$ cat config.mk
export PLATFORM = sky130hd
export DESIGN_NAME = raymarch_dispatcher
export DESIGN_NICKNAME = d
export VERILOG_FILES = /design/src/rtl/raymarch_dispatcher.sv
export SDC_FILE = /design/constraint.sdc
export NUM_CORES = 1
export LEC_CHECK = 0
export BUFFER_PORTS_ARGS = -buffer_cell sky130_fd_sc_hd__buf_2
export CAP_MARGIN = 20
export CORE_UTILIZATION = 50
export DETAILED_ROUTE_END_ITERATION = 7
export GPL_TIMING_DRIVEN = 0
export MAX_ROUTING_LAYER = met4
export PLACE_DENSITY_LB_ADDON = 0.25
export SLEW_MARGIN = 20
export SYNTH_ARGS = -nofsm -noshare
export SYNTH_HDL_FRONTEND = slang
export SYNTH_SLANG_ARGS = --single-unit
export TNS_END_PERCENT = 50
$ cat constraint.sdc
create_clock -name clk_in -period 8.6 [get_ports clk_in]
set_input_delay 0.43 -clock clk_in [delete_from_list [all_inputs] [get_ports clk_in]]
set_output_delay 0.43 -clock clk_in [all_outputs]
set_load 0.02 [all_outputs]
$ cat src/rtl/raymarch_dispatcher.sv
`default_nettype none
// ============================================================================
// Module   : raymarch_dispatcher
// Purpose  : raster-order pixel issue to NUM_CORES raymarchers, round-robin
//            collection of results onto one valid/ready framebuffer port.
//            Optional DISPATCH_STATS_EN adds busy/stall cycle counters.
// Revision : 1.0  initial release
// ============================================================================
module raymarch_dispatcher #(
  parameter int WIDTH     = 320,
  parameter int HEIGHT    = 180,
  parameter int NUM_CORES = 4,
  parameter int COORD_W   = 16,
  parameter int COLOR_W   = 8,
  parameter int ADDR_W    = $clog2(WIDTH*HEIGHT)
) (
  input  logic                           clk_in,
  input  logic                           rst_in,
  input  logic                           start_in,
  output logic                           busy_out,
  output logic                           frame_done_out,
  output logic [NUM_CORES-1:0]           core_start_out,
  output logic [NUM_CORES*COORD_W-1:0]   core_x_out,
  output logic [NUM_CORES*COORD_W-1:0]   core_y_out,
  input  logic [NUM_CORES-1:0]           core_done_in,
  input  logic [NUM_CORES*3*COLOR_W-1:0] core_rgb_in,
  output logic                           fb_valid_out,
  input  logic                           fb_ready_in,
  output logic [ADDR_W-1:0]              fb_addr_out,
  output logic [3*COLOR_W-1:0]           fb_rgb_out
`ifdef DISPATCH_STATS_EN
  ,
  output logic [31:0]                    stat_cycles_out,
  output logic [31:0]                    stat_stall_out
`endif
);

  localparam int IDX_W = (NUM_CORES > 1) ? $clog2(NUM_CORES) : 1;
  localparam int RGB_W = 3*COLOR_W;

  localparam logic [1:0] ST_IDLE  = 2'd0;
  localparam logic [1:0] ST_RUN   = 2'd1;
  localparam logic [1:0] ST_DRAIN = 2'd2;
  localparam logic [1:0] ST_DONE  = 2'd3;

  localparam logic [1:0] CS_IDLE = 2'd0;
  localparam logic [1:0] CS_BUSY = 2'd1;
  localparam logic [1:0] CS_HOLD = 2'd2;

  logic [1:0]         state;
  logic [1:0]         cst     [NUM_CORES];
  logic [1:0]         cst_nxt [NUM_CORES];
  logic [COORD_W-1:0] cx      [NUM_CORES];
  logic [COORD_W-1:0] cy      [NUM_CORES];
  logic [RGB_W-1:0]   crgb    [NUM_CORES];
  logic [COORD_W-1:0] scan_x, scan_y;
  logic [IDX_W-1:0]   rr_ptr, grant;
  logic               issue_en, issue_vld, idle_found, scan_last;
  logic [IDX_W-1:0]   issue_idx;
  logic [NUM_CORES-1:0] cand;
  logic               sel_vld;
  logic [IDX_W-1:0]   sel_idx, cand_idx;
  logic [ADDR_W-1:0]  sel_addr;
  logic               load_en, fb_fire, fb_valid_nxt, all_idle_nxt;

  assign busy_out       = (state != ST_IDLE);
  assign frame_done_out = (state == ST_DONE);
  assign issue_en  = (state == ST_RUN) || ((state == ST_IDLE) && start_in);
  assign scan_last = (scan_x == COORD_W'(WIDTH-1)) && (scan_y == COORD_W'(HEIGHT-1));
  assign fb_fire   = fb_valid_out && fb_ready_in;
  assign load_en   = !fb_valid_out || fb_ready_in;

  genvar g;
  generate
    for (g = 0; g < NUM_CORES; g++) begin : g_core
      assign core_x_out[g*COORD_W +: COORD_W] = cx[g];
      assign core_y_out[g*COORD_W +: COORD_W] = cy[g];
      // A result already sitting in the output stage is not re-arbitrated.
      assign cand[g] = (cst[g] == CS_HOLD) && !(fb_valid_out && (grant == IDX_W'(g)));
    end
  endgenerate

  always_comb begin
    idle_found = 1'b0;
    issue_idx  = '0;
    for (int i = 0; i < NUM_CORES; i++) begin
      if (!idle_found && (cst[i] == CS_IDLE)) begin
        idle_found = 1'b1;
        issue_idx  = IDX_W'(i);
      end
    end
    issue_vld = issue_en && idle_found;
  end

  always_comb begin
    sel_vld  = 1'b0;
    sel_idx  = '0;
    cand_idx = '0;
    for (int k = 0; k < NUM_CORES; k++) begin
      cand_idx = IDX_W'((int'(rr_ptr) + k) % NUM_CORES);
      if (!sel_vld && cand[cand_idx]) begin
        sel_vld = 1'b1;
        sel_idx = cand_idx;
      end
    end
  end

  assign sel_addr     = ADDR_W'(32'(cy[sel_idx]) * 32'(WIDTH) + 32'(cx[sel_idx]));
  assign fb_valid_nxt = load_en ? sel_vld : fb_valid_out;

  always_comb begin
    all_idle_nxt = 1'b1;
    for (int i = 0; i < NUM_CORES; i++) begin
      cst_nxt[i] = cst[i];
      case (cst[i])
        CS_IDLE: if (issue_vld && (issue_idx == IDX_W'(i))) cst_nxt[i] = CS_BUSY;
        CS_BUSY: if (core_done_in[i]) cst_nxt[i] = CS_HOLD;
        CS_HOLD: if (fb_fire && (grant == IDX_W'(i))) cst_nxt[i] = CS_IDLE;
        default: cst_nxt[i] = CS_IDLE;
      endcase
      if (cst_nxt[i] != CS_IDLE) all_idle_nxt = 1'b0;
    end
  end

  always_ff @(posedge clk_in or posedge rst_in) begin
    if (rst_in) begin
      state  <= ST_IDLE;
      scan_x <= '0;
      scan_y <= '0;
    end else begin
      case (state)
        ST_IDLE:  if (start_in) state <= scan_last ? ST_DRAIN : ST_RUN;
        ST_RUN:   if (issue_vld && scan_last) state <= ST_DRAIN;
        ST_DRAIN: if (all_idle_nxt && !fb_valid_nxt) state <= ST_DONE;
        default:  state <= ST_IDLE;
      endcase
      if (issue_vld) begin
        if (scan_x == COORD_W'(WIDTH-1)) begin
          scan_x <= '0;
          scan_y <= (scan_y == COORD_W'(HEIGHT-1)) ? '0 : scan_y + 1'b1;
        end else begin
          scan_x <= scan_x + 1'b1;
        end
      end
    end
  end

  always_ff @(posedge clk_in or posedge rst_in) begin
    if (rst_in) begin
      core_start_out <= '0;
      for (int i = 0; i < NUM_CORES; i++) begin
        cst[i]  <= CS_IDLE;
        cx[i]   <= '0;
        cy[i]   <= '0;
        crgb[i] <= '0;
      end
    end else begin
      for (int i = 0; i < NUM_CORES; i++) begin
        cst[i] <= cst_nxt[i];
        core_start_out[i] <= issue_vld && (issue_idx == IDX_W'(i));
        if (issue_vld && (issue_idx == IDX_W'(i))) begin
          cx[i] <= scan_x;
          cy[i] <= scan_y;
        end
        if ((cst[i] == CS_BUSY) && core_done_in[i])
          crgb[i] <= core_rgb_in[i*RGB_W +: RGB_W];
      end
    end
  end

  // Output stage refills on the handshake cycle to sustain one write per cycle.
  always_ff @(posedge clk_in or posedge rst_in) begin
    if (rst_in) begin
      fb_valid_out <= 1'b0;
      fb_addr_out  <= '0;
      fb_rgb_out   <= '0;
      grant        <= '0;
      rr_ptr       <= '0;
    end else if (load_en) begin
      fb_valid_out <= sel_vld;
      if (sel_vld) begin
        fb_addr_out <= sel_addr;
        fb_rgb_out  <= crgb[sel_idx];
        grant       <= sel_idx;
        rr_ptr      <= (sel_idx == IDX_W'(NUM_CORES-1)) ? '0 : sel_idx + 1'b1;
      end
    end
  end

`ifdef DISPATCH_STATS_EN
  always_ff @(posedge clk_in or posedge rst_in) begin
    if (rst_in) begin
      stat_cycles_out <= '0;
      stat_stall_out  <= '0;
    end else if ((state == ST_IDLE) && start_in) begin
      stat_cycles_out <= '0;
      stat_stall_out  <= '0;
    end else begin
      if (busy_out && (stat_cycles_out != 32'hFFFF_FFFF))
        stat_cycles_out <= stat_cycles_out + 1'b1;
      if (fb_valid_out && !fb_ready_in && (stat_stall_out != 32'hFFFF_FFFF))
        stat_stall_out <= stat_stall_out + 1'b1;
    end
  end
`else
  // Default build carries no statistics counters.
`endif

endmodule
`default_nettype wire

==> impl_metrics.ini, run 1 <==
[floorplanning]
die-area_um2 = 29900
die_h_um = 173
dieWidth_um = 173
start_util = 0.509
row_count = 62
core-area_um2 = 28700
ioPinCount = 279

[timing]
period_share = 0.805
setup_violations = 0
max_clock_freq_ghz = 0.144
hold_viol_final = 0
finClkSkew_ps = 20.7
setup_tns_ps = 0
worst_pin_slew_ps = 993
slew_headroom = 0.330
whs_ps = 17.8
min_period_ps = 6930
rsz0062_at_grt = false
maxSlewViolCount = 0

[logic_synthesis]
syn-num-nets = 1381
synth-seq-cells = 315
seq_area_frac_synth = 0.540
synth_ff_type = dfrtp_1
postSynthAreaPerCell_um2 = 11.7
synth_edf_count = 0
ys_types = 67
yosys.area.top_type = dfrtp_1
async_flop_share = 1.00
synthTopCellsByArea = dfrtp_1, mux2_2, nand2_1, ha_1, a211oi_1
ys_top_cells_by_count = dfrtp_1, mux2_2, nand2_1, clkbuf_1, o21ai_0
yosysMostFrequentCell = dfrtp_1
syn_inst = 1247
syn-cell-area_um2 = 14600
synth_top_area_frac = 0.540
ys_warn_count = 0

[critical_path]
crit_fanout = 10
r2r-start = rr_ptr[1]$_DFFE_PP0P_
cp-start-kind = register
reg2reg_setup_slack_ps = 1670
worstPathArrival_ps = 7370
r2r_end = fb_addr_out[15]$_DFFE_PP0P_
required_ps = 9040
crit_type = register to register
worstSetupEndpointType = register
reg2reg_depth = 22

[global_route]
grt_pass1_wl_um = 65900
track_usage = 0.295
grt-ovfl-total = 0
grt_max_degree = 35
antenna_found_initial = 2
grt_pass1_vias = 11300

[pwr]
p_int_mw = 4.22
clkPwrFrac = 0.220
p_comb_frac = 0.478
powerDensity_nw_per_um2 = 404
pwr-share-seq = 0.301
p_leak_nw = 8.93
swShare = 0.419
vdd_drop_max_mv = 0.250
p_switching_mw = 3.04

[cts]
cts_tree = built
htree_levels = 2
holdBufCountCts = 0
insertion_delay_ps = 520
cts.sinks = 315
cts_resized = 0
clockBufferDepth = 3
root_buffer = clkbuf_16
cts_setup_buffers = 0
cts-buffers-inserted = 36
clk_pin_slew_ps = 60

[route]
wire_per_inst_um = 21.4
antenna_left = 0
via_per_inst = 5.71
drtIter0Drc = 1046
routed_wl_um = 42700
num_vias = 11400
dr.pass1.iters = 5
drc = 0

[layout]
regArea_um2 = 7880
final_layout_size_suffix_gt1_frac = 0.368
fill_cells = 2360
syn2layout_area_growth_pct = 23.1
nets = 1709
multi_input_area_um2 = 6360

[run_status]
outcome = finished, final reports clean

[worst_hold_path]
hp-class = input pin to asynchronous set/reset pin

[place]
io_buffers = 278
dp_hpwl_um = 30600
gp_congestion = 0.880

[job]
cap_viol_max_count = 0
## per-layer routing
| layer | up-vias | global-route usage | wire [um] |
|---|---|---|---|
| li1 | 5111 | - | - |
| met1 | 5723 | 0.388 | 18100 |
| met2 | 442 | 0.469 | 20500 |
| met3 | 79 | 0.0499 | 2950 |
| met4 | 0 | 0.0903 | 1150 |
| met5 | - | - | 0 |
## through the flow
| stage | instances | utilization | cell area [um2] | worst slack, ps | power, mW |
|---|---|---|---|---|---|
| 3_3_place_gp | 1909 | 0.574 | 16500 | 1910 | 5.54 |
| 4_1_cts | 1986 | 0.626 | 18000 | 1780 | 7.26 |
| 3_5_place_dp | 1921 | 0.582 | 16700 | 1840 | 5.64 |
| 5_1_grt | 1988 | 0.626 | 18000 | 1380 | 7.66 |
| 2_1_floorplan | 1247 | - | 14600 | 3600 | 4.48 |
| 6_report | 1989 | 0.626 | 18000 | 1670 | 7.26 |
## area by class of cell
class	instances	area share
Sequential cell	315	0.439
Tap cell	384	0.0267
Timing Repair Buffer	290	0.0896
Multi-Input combinational cell	836	0.354
Clock buffer	56	0.0606
Antenna cell	3	0.000418
Buffer	76	0.0166
Clock inverter	9	0.00884
Inverter	20	0.00439
## power groups by stage
| stage | clock [mW] | combinational, mW | sequential (mW) |
|---|---|---|---|
| 6_report | 1.60 | 3.47 | 2.19 |
| 5_1_grt | 1.68 | 3.74 | 2.23 |
| 4_1_cts | 1.62 | 3.46 | 2.18 |
| 3_5_place_dp | 0 | 3.44 | 2.20 |
| 3_3_place_gp | 0 | 3.35 | 2.19 |
| 2_1_floorplan | 0 | 2.15 | 2.33 |
## placed cells by master, fill, tap and decap left out, drive strengths merged, types with 5 or more instances in the layout
cell type / synthesis / final
and2: 42 / 42
o21ai: 44 / 44
nand2: 170 / 170
dfrtp: 315 / 315
nand3b: 6 / 6
nor2b: 6 / 6
and3: 5 / 5
a21o: 29 / 29
xor2: 11 / 11
xnor2: 20 / 20
a31oi: 20 / 20
a311oi: 23 / 23
nand3: 21 / 21
clkbuf: 57 / 113
a21oi: 11 / 11
mux2i: 17 / 17
nand2b: 7 / 7
nor4: 7 / 7
nor2: 33 / 33
a211oi: 40 / 40
mux2: 222 / 222
inv: 20 / 19
nand4: 10 / 10
buf: 19 / 309
nor3: 6 / 6
ha: 28 / 28
## worst max-delay path by stage
stage	from	endpoint	slack, ps
after floorplan	fb_valid_out$_DFF_PP0_	fb_addr_out[15]$_DFFE_PP0P_	3600
after global placement	cst[6]$_DFF_PP0_	fb_addr_out[15]$_DFFE_PP0P_	1910
after detailed placement	cst[6]$_DFF_PP0_	fb_addr_out[15]$_DFFE_PP0P_	1840
after CTS	cst[6]$_DFF_PP0_	fb_addr_out[15]$_DFFE_PP0P_	1780
after global routing	cst[6]$_DFF_PP0_	fb_addr_out[15]$_DFFE_PP0P_	1380
final	rr_ptr[1]$_DFFE_PP0P_	fb_addr_out[15]$_DFFE_PP0P_	1670
## critical path, cell delays in order, from the launching register on
cell      delay [ps]
dfrtp_1          320
clkbuf_1         340
a32oi_1          200
o211ai_1         780
clkbuf_1         470
clkbuf_1         480
clkbuf_1         700
nand2_1          110
a31oi_1          410
ha_1             350
ha_1             310
a21o_1           150
a21oi_1          230
o21bai_1         100
a21oi_1          180
xnor2_1          160
ha_1             300
a21o_1           200
a41oi_1          290
nand3_1          180
nor4_1           340
o21bai_1         130
nand3_1           90
## cells by family after synthesis
logic type	synth area share
adder cells (fa/ha/maj)	0.0267
buffers and inverters	0.0256
AO/OA/AOI/OAI	0.0937
AND/OR/NAND/NOR	0.113
multiplexers	0.183
flip-flops	0.540
XOR/XNOR	0.0186
## sequential cells by signal (all words and copies together) (netlist names)
register	cells
grant	2
fb_rgb_out	24
core_start_out	4
fb_addr_out	16
cst	8
core_x_out	64
crgb	96
core_y_out	64
rr_ptr	2
state	2
scan_x	16
scan_y	16
fb_valid_out	1
(Power assumes the default switching activity.)
==> run 2, diff against run 1 <==
--- a/config.mk
+++ b/config.mk
@@ -5,6 +5,7 @@
 export SDC_FILE = /design/constraint.sdc
 export NUM_CORES = 1
 export LEC_CHECK = 0
+export ABC_AREA = 1
 export BUFFER_PORTS_ARGS = -buffer_cell sky130_fd_sc_hd__buf_2
 export CAP_MARGIN = 20
 export CORE_UTILIZATION = 50
==> constraint.sdc (replaced) <==
create_clock -name clk_in -period 5.97 [get_ports clk_in]
set_input_delay 0.2985 -clock clk_in [delete_from_list [all_inputs] [get_ports clk_in]]
set_output_delay 0.2985 -clock clk_in [all_outputs]
set_load 0.02 [all_outputs]
==> run 2 against run 1 <==
Worst hold slack got worse by 12 ps. Non-clock buffer count rose by 2. Final cell count rose by 14%. Area after synthesis fell by 1.1%. Synthesized cell count rose by 22%. Core utilization rose by 0.99 points. Sequential share of layout area rose by 0.26 points. Critical path depth rose by 13.
==> impl_metrics.ini, run 2 <==
[cts]
insertion_delay_ps = 520
cts-buffers-inserted = 36
htree_levels = 2
cts_setup_buffers = 0
clk_pin_slew_ps = 60
clockBufferDepth = 3
cts.sinks = 315
cts_tree = built
root_buffer = clkbuf_16

[logic_synthesis]
synthTopCellsByArea = dfrtp_1, o21ai_0, mux2_2, nand2_1, nor2_1
synth_top_area_frac = 0.546
yosysMostFrequentCell = dfrtp_1
ys_top_cells_by_count = dfrtp_1, nand2_1, o21ai_0, nor2_1, mux2_2
ys_types = 56
seq_area_frac_synth = 0.546
ys_warn_count = 0
synth_ff_type = dfrtp_1
syn-cell-area_um2 = 14400
async_flop_share = 1.00
yosys.area.top_type = dfrtp_1
synth-seq-cells = 315
syn_inst = 1522
syn-num-nets = 1656
synth_edf_count = 0
postSynthAreaPerCell_um2 = 9.49

[place]
dp_hpwl_um = 33600
gp_congestion = 0.977
io_buffers = 278
postPlaceCellArea_um2 = 16500

[layout]
top_register = crgb
fill_cells = 2387
nets = 1988
mostFrequentLayoutCells = dfrtp_1, buf_2, nand2_1, o21ai_0, nor2_1
final_common_cell = dfrtp_1
fin_area_um2 = 17900
final_layout_size_suffix_gt1_frac = 0.271
syn2layout_area_growth_pct = 23.7
largest_register_ffs = 96

[timing]
period_share = 0.951
max_clock_freq_ghz = 0.176
slew_headroom = 0.489
whs_ps = 6.13
worst_pin_slew_ps = 767
rsz0062_at_grt = false
hold_viol_final = 0
min_period_ps = 5680
maxSlewViolCount = 0
setup_violations = 0
finClkSkew_ps = 18.4

[route]
drc = 0
drtIter0Drc = 1207
routed_wl_um = 46500
via_per_inst = 5.73
antenna_left = 0
wire_per_inst_um = 20.6
dr.pass1.iters = 5
num_vias = 12900

[critical_path]
cp-start-kind = register
crit_type = register to register
worstSetupEndpointType = register
cpPeakStageDelay_ps = 430
slowest_stage = dfrtp_1
path_common_cell = nand2_1
crit_fanout = 10
critPathLaunch = cst[0]$_DFF_PP0_
reg2reg_depth = 35
worstPathArrival_ps = 6070
r2r-start = cst[0]$_DFF_PP0_
required_ps = 6360

[floorplanning]
start_util = 0.514
row_count = 61
core-area_um2 = 28100
die_h_um = 172
ioPinCount = 279
die-area_um2 = 29600
dieWidth_um = 172

[global_route]
track_usage = 0.322
antenna_found_initial = 1
grt_pass1_vias = 12300
grt-ovfl-total = 0
grt_max_degree = 34
grt_pass1_wl_um = 69600

[job]
cap_viol_max_count = 0

[worst_hold_path]
hold_start = core_rgb_in[64]
hp-class = input pin to register
holdPathStages = 2

[run_status]
outcome = finished, final reports clean
-- run 2: stage by stage --
| stage | setup WS [ps] | instances | TNS, ps | util |
|---|---|---|---|---|
| 2_1_floorplan | 1190 | 1522 | 0 | - |
| 3_3_place_gp | -367 | 2178 | -109550 | 0.581 |
| 3_5_place_dp | 93.1 | 2189 | 0 | 0.588 |
| 4_1_cts | 38.6 | 2257 | 0 | 0.634 |
| 5_1_grt | 12.0 | 2258 | 0 | 0.636 |
| 6_report | 292 | 2258 | 0 | 0.636 |
-- run 2: layout make-up --
type | instances | area, um2 | share of cell area
multi-input combinational | 1031 | 5890 | 0.330
buffer | 73 | 344 | 0.0193
clock inverter | 7 | 98.8 | 0.00553
sequential | 315 | 7880 | 0.441
clock buffer | 56 | 1130 | 0.0632
timing repair buffer | 295 | 1660 | 0.0928
tap | 378 | 473 | 0.0265
antenna | 1 | 2.50 | 0.000140
inverter | 102 | 387 | 0.0216
-- run 2: cell families after synthesis --
logic type,count (synthesis),share of synthesized area
buffers and inverters,176,0.0494
XOR/XNOR,20,0.0127
AO/OA/AOI/OAI,337,0.129
flip-flops,315,0.546
multiplexers,96,0.0749
AND/OR/NAND/NOR,548,0.161
adder cells (fa/ha/maj),30,0.0270
-- run 2: worst paths after layout --
kind                                                to  slack (ps)
hold reg to reg                  scan_x[2]$_DFFE_PP0P_         480
hold / removal                    crgb[40]$_DFFE_PP0P_           6
max in group asynchronous          crgb[9]$_DFFE_PP0P_        4220
min in group asynchronous   core_y_out[62]$_DFFE_PP0P_         450
setup reg to reg           fb_addr_out[15]$_DFFE_PP0P_         290
setup / recovery           fb_addr_out[15]$_DFFE_PP0P_         290
-- run 2: routing by layer --
layer | share of wire | up-vias | track usage
li1 | - | 5798 | -
met1 | 0.42 | 6331 | 0.435
met2 | 0.45 | 680 | 0.478
met3 | 0.089 | 121 | 0.0581
met4 | 0.044 | 0 | 0.135
met5 | 0 | - | -
-- run 2: repair_timing --
item                                    4_1_cts  5_1_grt
endpoints found under the setup margin        0        1
hold buffers                                  5        1
resized for setup                             0       23
hold endpoints to repair                     29        1
-- run 2: critical path, delay by kind of cell, from the launching register on --
| kind | cells | cell delay [ps] |
|---|---|---|
| AO/OA/AOI/OAI | 7 | 1130 |
| AND/OR/NAND/NOR | 20 | 2140 |
| XOR/XNOR | 1 | 90 |
| buffers and inverters | 4 | 750 |
| adder cells (fa/ha/maj) | 3 | 1010 |
| flip-flops | 1 | 430 |
Power of run 2 is not shown: default switching activity piles up to over one toggle a cycle in this logic, so the estimate is an artifact.
==> run 3, diff against run 2 <==
--- a/config.mk
+++ b/config.mk
@@ -6,7 +6,7 @@
 export NUM_CORES = 1
 export LEC_CHECK = 0
 export ABC_AREA = 1
-export BUFFER_PORTS_ARGS = -buffer_cell sky130_fd_sc_hd__buf_2
+export BUFFER_PORTS_ARGS = -buffer_cell sky130_fd_sc_hd__clkbuf_2
 export CAP_MARGIN = 20
 export CORE_UTILIZATION = 50
 export DETAILED_ROUTE_END_ITERATION = 7
==> run 3 against run 2 <==
Final cell count about the same. Clock-buffer cell count is 1 lower. Die area unchanged. Clock skew is 4.3 ps higher. Sequential share of layout area up 0.093 points. Worst setup slack better by 130 ps. Routed wire length decreased by 0.78%. Largest cell class unchanged.
==> impl_metrics.ini, run 3 (synthesis gave the netlist of run 2 again) <==
[floorplanning]
row_count = 61
dieWidth_um = 172
die-area_um2 = 29600
start_util = 0.514
ioPinCount = 279
core-area_um2 = 28100
die_h_um = 172

[cts]
clk_pin_slew_ps = 60
htree_levels = 2
cts_tree = built
root_buffer = clkbuf_16
clockBufferDepth = 3
cts.sinks = 315
cts-buffers-inserted = 36
insertion_delay_ps = 520

[route]
routed_wl_um = 46200
dr.pass1.iters = 6
num_vias = 12900
drtIter0Drc = 1082
drc = 0
antenna_left = 0
wire_per_inst_um = 20.5
via_per_inst = 5.70

[layout]
fill_cells = 2388
final_common_cell = dfrtp_1
final_layout_size_suffix_gt1_frac = 0.270
fin_area_um2 = 17800
top_register = crgb
nets = 1987
largest_register_ffs = 96
mostFrequentLayoutCells = dfrtp_1, clkbuf_2, nand2_1, o21ai_0, nor2_1
syn2layout_area_growth_pct = 23.4

[critical_path]
worstPathArrival_ps = 5940
cpPeakStageDelay_ps = 400
slowest_stage = dfrtp_1
crit_type = register to register
required_ps = 6360
worstSetupEndpointType = register
cp-start-kind = register
crit_fanout = 10
path_common_cell = nand2_1

[global_route]
antenna_found_initial = 1
grt_pass1_wl_um = 69600
grt_max_degree = 35
grt-ovfl-total = 0
track_usage = 0.322
grt_pass1_vias = 12300

[timing]
setup_violations = 0
whs_ps = 3.94
finClkSkew_ps = 22.7
period_share = 0.929
hold_viol_final = 0
setup_tns_ps = 0
slew_headroom = 0.497
maxSlewViolCount = 0
max_clock_freq_ghz = 0.180
rsz0062_at_grt = false
worst_pin_slew_ps = 754
min_period_ps = 5550

[place]
io_buffers = 278
postPlaceCellArea_um2 = 16500
gp_congestion = 0.982
dp_hpwl_um = 33600

[worst_hold_path]
hp-class = input pin to register

[run_status]
outcome = finished, final reports clean

[job]
cap_viol_max_count = 0
run 3: cell count changes in the layout (fill, tap and decap cells not counted), sizes merged:
cell,change
inv,-1
buf,-275
clkinv,+1
clkbuf,+274
dlygate4sd3,-1
run 3: worst max-delay path, delay by kind of cell, from the launching register on:
kind            cells  cell delay, ps
xor+xnor            1             170
flops               1             400
buf+inv             4             650
fa+ha+maj           3             940
compound gates      7            1280
simple gates       20            1970
run 3: metal layers:
layer | global-route usage | up-vias | share of wire
met5 | - | - | 0
met4 | 0.116 | 0 | 0.037
met3 | 0.0533 | 101 | 0.078
met2 | 0.488 | 579 | 0.46
met1 | 0.438 | 6365 | 0.43
li1 | - | 5811 | -
run 3: cell type report:
| class | instances | area (um2) | share of cell area |
|---|---|---|---|
| diodes | 1 | 2.50 | 0.000140 |
| well taps | 378 | 473 | 0.0265 |
| flip-flops and latches | 315 | 7880 | 0.442 |
| clock inverters | 7 | 96.3 | 0.00541 |
| plain buffers | 73 | 359 | 0.0201 |
| clock buffers | 55 | 1070 | 0.0603 |
| repair buffers | 294 | 1650 | 0.0924 |
| inverters | 102 | 390 | 0.0219 |
| multi-input cells | 1031 | 5900 | 0.331 |
run 3: what timing repair did:
action / in CTS / in global routing
hold buffers: 3 / 2
buffers inserted: 0 / 0
hold endpoints to repair: 18 / 2
setup endpoints to repair: 0 / 1
resized for setup: 0 / 37
run 3: final timing paths:
kind / depth (start not counted) / startpoint / slack [ps] / end
max: 35 / cst[2]$_DFF_PP0_ / 420 / fb_addr_out[15]$_DFFE_PP0P_
min in group asynchronous: 3 / rst_in / 390 / core_y_out[53]$_DFFE_PP0P_
min reg2reg: 1 / scan_x[2]$_DFFE_PP0P_ / 470 / scan_x[2]$_DFFE_PP0P_
max in group asynchronous: 7 / rst_in / 4330 / crgb[9]$_DFFE_PP0P_
max reg2reg: 35 / cst[2]$_DFF_PP0_ / 420 / fb_addr_out[15]$_DFFE_PP0P_
min: 2 / core_rgb_in[3] / 4 / crgb[75]$_DFFE_PP0P_
run 3: through the flow:
step | setup WS (ps) | instances | util
floorplan | 1190 | 1522 | -
detailed placement | 88.3 | 2189 | 0.588
global placement | -371 | 2178 | 0.581
CTS | 27.4 | 2254 | 0.631
finish | 422 | 2256 | 0.635
global route | 9.10 | 2256 | 0.635
Power of run 3 is left out for the same reason.
